===== src/rtl/ex_hazard_ctrl.sv =====
// Execute-stage forwarding and load-use hazard controller.
// Tracks in-flight destination registers and registers the EX forward selects.
module ex_hazard_ctrl #(
  parameter int CNT_W = 32
) (
  input  logic             clk,
  input  logic             reset,
  input  logic             id_valid,
  input  logic [4:0]       id_Rn,
  input  logic [4:0]       id_Rm,
  input  logic             id_uses_Rn,
  input  logic             id_uses_Rm,
  input  logic [4:0]       id_Rd,
  input  logic             id_RegWrite,
  input  logic             id_MemRead,
  input  logic             flush,
  output logic [1:0]       forwardA,
  output logic [1:0]       forwardB,
  output logic             stall,
  output logic             ex_bubble,
  output logic [CNT_W-1:0] stall_count
);

  // Handshake: an ID instruction moves into EX on a rising edge exactly when
  // id_valid & ~flush & ~stall; otherwise EX receives a bubble.

  localparam logic [1:0] FWD_RF  = 2'b00;
  localparam logic [1:0] FWD_MEM = 2'b01;
  localparam logic [1:0] FWD_WB  = 2'b10;

  logic       ex_valid, ex_regwrite, ex_memread;
  logic [4:0] ex_rd;
  logic       mem_valid, mem_regwrite;
  logic [4:0] mem_rd;

  logic       issue;
  logic       ex_hit_a, ex_hit_b, mem_hit_a, mem_hit_b;
  logic [1:0] fwd_a_next, fwd_b_next;

  // X31 reads as zero, so a write to it must never be forwarded.
  function automatic logic writes(input logic v, input logic rw,
                                  input logic [4:0] rd, input logic [4:0] src);
    return v & rw & (rd == src) & (src != 5'd31);
  endfunction

  assign ex_hit_a  = id_uses_Rn & writes(ex_valid,  ex_regwrite,  ex_rd,  id_Rn);
  assign ex_hit_b  = id_uses_Rm & writes(ex_valid,  ex_regwrite,  ex_rd,  id_Rm);
  assign mem_hit_a = id_uses_Rn & writes(mem_valid, mem_regwrite, mem_rd, id_Rn);
  assign mem_hit_b = id_uses_Rm & writes(mem_valid, mem_regwrite, mem_rd, id_Rm);

  assign stall = id_valid & ~flush & ex_memread & (ex_hit_a | ex_hit_b);
  assign issue = id_valid & ~flush & ~stall;

  always_comb begin
    fwd_a_next = FWD_RF;
    fwd_b_next = FWD_RF;
    if (issue) begin
      if (ex_hit_a)       fwd_a_next = FWD_MEM;
      else if (mem_hit_a) fwd_a_next = FWD_WB;
      if (ex_hit_b)       fwd_b_next = FWD_MEM;
      else if (mem_hit_b) fwd_b_next = FWD_WB;
    end
  end

  // A WB-stage writer needs no shadow entry: the register file resolves it.
  always_ff @(posedge clk or posedge reset) begin
    if (reset) begin
      ex_valid     <= 1'b0;
      ex_regwrite  <= 1'b0;
      ex_memread   <= 1'b0;
      ex_rd        <= 5'd0;
      mem_valid    <= 1'b0;
      mem_regwrite <= 1'b0;
      mem_rd       <= 5'd0;
      forwardA     <= FWD_RF;
      forwardB     <= FWD_RF;
      ex_bubble    <= 1'b1;
      stall_count  <= '0;
    end else begin
      mem_valid    <= ex_valid;
      mem_regwrite <= ex_regwrite;
      mem_rd       <= ex_rd;
      ex_valid     <= issue;
      ex_regwrite  <= id_RegWrite;
      ex_memread   <= id_MemRead;
      ex_rd        <= id_Rd;
      forwardA     <= fwd_a_next;
      forwardB     <= fwd_b_next;
      ex_bubble    <= ~issue;
      if (stall && (stall_count != '1))
        stall_count <= stall_count + CNT_W'(1);
    end
  end

endmodule


===== config.mk =====
export PLATFORM = sky130hd
export DESIGN_NAME = ex_hazard_ctrl
export DESIGN_NICKNAME = d
export VERILOG_FILES = /design/src/rtl/ex_hazard_ctrl.sv
export SDC_FILE = /design/constraint.sdc
export NUM_CORES = 1
export LEC_CHECK = 0
export CAP_MARGIN = 20
export CORE_MARGIN = 8
export CORE_UTILIZATION = 46
export CTS_BUF_LIST = sky130_fd_sc_hd__clkbuf_4 sky130_fd_sc_hd__clkbuf_8
export CTS_CLUSTER_SIZE = 8
export DETAILED_ROUTE_END_ITERATION = 10
export PLACE_DENSITY = 0.77
export SETUP_SLACK_MARGIN = 0.5
export SYNTH_ARGS = -nofsm -noshare
export SYNTH_HDL_FRONTEND = slang
export SYNTH_SLANG_ARGS = --single-unit
export TNS_END_PERCENT = 10

===== constraint.sdc =====
create_clock -name clk -period 2 [get_ports clk]
set_input_delay 0.4 -clock clk [delete_from_list [all_inputs] [get_ports clk]]
set_output_delay 0.4 -clock clk [all_outputs]
set_load 0.02 [all_outputs]

==> results.yml <==
outcome:
  status: "finished, violations left"
  violations: "setup timing"
synth:
  syn-num-nets: 236
  synth.avg_cell_area_um2: 11.44
  yosysWarnings: 0
  ys_types: 29
  netlist_area_um2: 2425
  synth.area.top_cells: "dfrtp_1 53%, xnor2_1 12%, xor2_1 6.5%, nand4_1 5.2%, nand3_1 3.5%"
  synth_cells: 212
  yosys.area.top_type: "dfrtp_1"
  yosysSeqAreaShare: 0.5372
  ys_ff_latch: 52
  synth_top_area_frac: 0.5263
grt:
  grt_pass1_vias: 2080
  track_usage: 0.1631
  antenna_found_initial: 0
  gr-total-overflow: 0
  grt_start_max_net_pins: 34
  grt_pass1_wl_mm: 9.970
placement:
  portBuffers: 60
  placed_cells: 372
  hpwl_mm: 4.446
  gp_congestion: 0.8603
clocking:
  clk_pin_slew_ps: 90
  clkLatencyLatePin_ps: 300
  clock-sinks: 52
  cts_hold_buf: 0
  clockBufferDepth: 2
  cts-root-buf: "clkbuf_8"
  h-tree-depth: 2
  cts_tree: "yes"
  cts_buffers: 5
finish:
  nFillCells: 406
  layout.cells.non_filler: 386
  diodes: 0
  final_util: 0.6975
  layout-drive-gt1-share: 0.2943
  nets: 339
  area_delta_synth_final_pct: 46.90
sta:
  tightest_slew_ps: 437.7
  rsz0062_at_grt: "true"
  slew_viol_final: 0
  fin_crit_sh: 1.132
  timing.fmax_ghz: 0.4416
  setup_viol: 33
  finalCriticalPeriod_ps: 2265
  finalWorstSetupSlack_ps: -264.7
  skew_ps: 4.482
  relSlewSlack: 0.7074
  hold_viol: 0
pwr:
  power_density_nw_per_um2: 521.3
  vdd_drop_max_mv: 0.3816
  p_leak_nw: 1.688
routing:
  dr.pass1.iters: 4
  final_antenna_net_count: 0
  post_drt_wl_per_cell_um: 16.34
  viasPerCell: 5.124
  first_iter_violations: 116
  wl_mm: 6.308
  remaining_drc_errors: 0
  vias: 1978
floorplanning:
  die_area_um2: 7851
  core_um2: 5107
  rows: 26
  dieWidth_um: 88.61
  pin_count: 61
  start_util: 0.4748
  die_h_um: 88.61
hold_path:
  hp-class: "register to register"
setup_path:
  crit_required_ps: 2180
  setup.worst_path.start_class: "input port"
  crit_arrival_ps: 2450
  crit_path_max_fanout: 5
  path_class: "input port to register"
  cp-end-kind: "register"
run:
  drv_cap: 0
[registers in the layout, summed over array words and instances, names as in the netlist]
signal	count
mem_valid	1
stall_count	32
forwardA	2
forwardB	2
ex_regwrite	1
mem_rd	5
ex_memread	1
mem_regwrite	1
ex_bubble	1
ex_rd	5
ex_valid	1
[critical path, cell delays in order]
cell,delay (ps)
clkdlybuf4s50_1,470
o21ai_2,60
or4_4,520
buf_4,170
a211oi_4,240
buf_6,170
buf_12,120
mux2_4,300
[report_power, final]
group          switching, mW  leakage (nW)  total (mW)  internal (mW)
sequential            0.0152         0.685        1.08           1.07
combinational         0.0702         0.956       0.156         0.0857
clock                  0.322        0.0479       0.617          0.295
[stage by stage]
stage               area [um2]  setup TNS, ps  setup WS [ps]  hold WS, ps  power [mW]
floorplan                 2442         -6.819         -4.845        353.5       1.162
global placement          3386         -23390         -935.3        367.6       1.255
detailed placement        3386         -25650         -981.3        374.8       1.259
CTS                       3500          -5649         -274.0        394.8       1.863
global route              3562          -8929         -327.7        406.9       1.932
finish                    3562          -6503         -264.7        392.8       1.857
[layout make-up]
type                       count  area (um2)  share of cell area
clock inverter                 1       7.507            0.002107
timing repair buffer         102       873.3              0.2452
tap                           70       87.58             0.02459
inverter                       5       21.27            0.005971
multi-input combinational    149        1179              0.3309
sequential                    52        1304              0.3660
clock buffer                   7       90.09             0.02529
[cell families (layout without fill, tap and decap cells)]
logic type | Yosys count | in the layout | synth area share
and+or+nand+nor | 92 | 92 | 0.2337
DFF | 52 | 52 | 0.5372
xor gates and xnor gates | 51 | 51 | 0.1842
buffers and inverters | 11 | 115 | 0.02167
AOI/OAI and AO/OA | 4 | 4 | 0.01342
adders and majority gates | 1 | 1 | 0.005159
muxes | 1 | 1 | 0.004644
[worst paths after layout]
| kind | from | to | slack (ps) | cells past startpoint |
|---|---|---|---|---|
| hold / removal | ex_valid | mem_valid | 390 | 0 |
| setup / recovery | id_uses_Rn | stall_count[1] | -260 | 8 |
| setup reg to reg | ex_rd[0] | stall_count[1] | -260 | 8 |
| max in group asynchronous | reset | ex_rd[4] | 1060 | 3 |
| hold reg to reg | ex_valid | mem_valid | 390 | 0 |
| min in group asynchronous | reset | ex_rd[0] | 420 | 2 |
[synthesized netlist by cell type]
master / n
and3_1: 3
dfstp_2: 1
and2_1: 5
inv_1: 5
dfrtp_1: 51
nor2_2: 1
o21ai_1: 2
nand4_1: 20
nor3_2: 4
ha_1: 1
nor4b_2: 2
nor2_1: 7
a211oi_1: 1
xor2_1: 18
nor4_1: 6
and4b_1: 1
and4_1: 4
xnor2_1: 33
clkbuf_1: 2
or4_4: 2
nor2b_1: 1
buf_2: 3
nor3_1: 3
nand2_1: 15
a21o_4: 1
buf_6: 1
mux2_2: 1
nor4_4: 1
nand3_1: 17
[cell usage in the layout (no fill, tap or decap), types with 11 or more instances in the layout]
cell	n
clkdlybuf4s50_1	11
buf_4	37
nand4_1	20
nand2_1	14
xnor2_1	30
nand3_1	17
xor2_1	18
dlygate4sd2_1	31
buf_2	12
dfrtp_1	50
[per-layer routing]
metal	global-route usage	share of wire	vias up
li1	-	-	945
met1	0.2042	0.44	979
met2	0.2729	0.50	45
met3	0.03528	0.047	9
met4	0.05069	0.014	0
met5	0	0	-
[repair_timing]
| action | 4_1_cts | 5_1_grt |
|---|---|---|
| cloned | 0 | 2 |
| gates resized for setup | 91 | 24 |
| pin swaps | 6 | 11 |
| endpoints found under the setup margin | 76 | 61 |
| setup buffers | 1 | 3 |
Note: power is estimated with default switching activity, not from simulation.
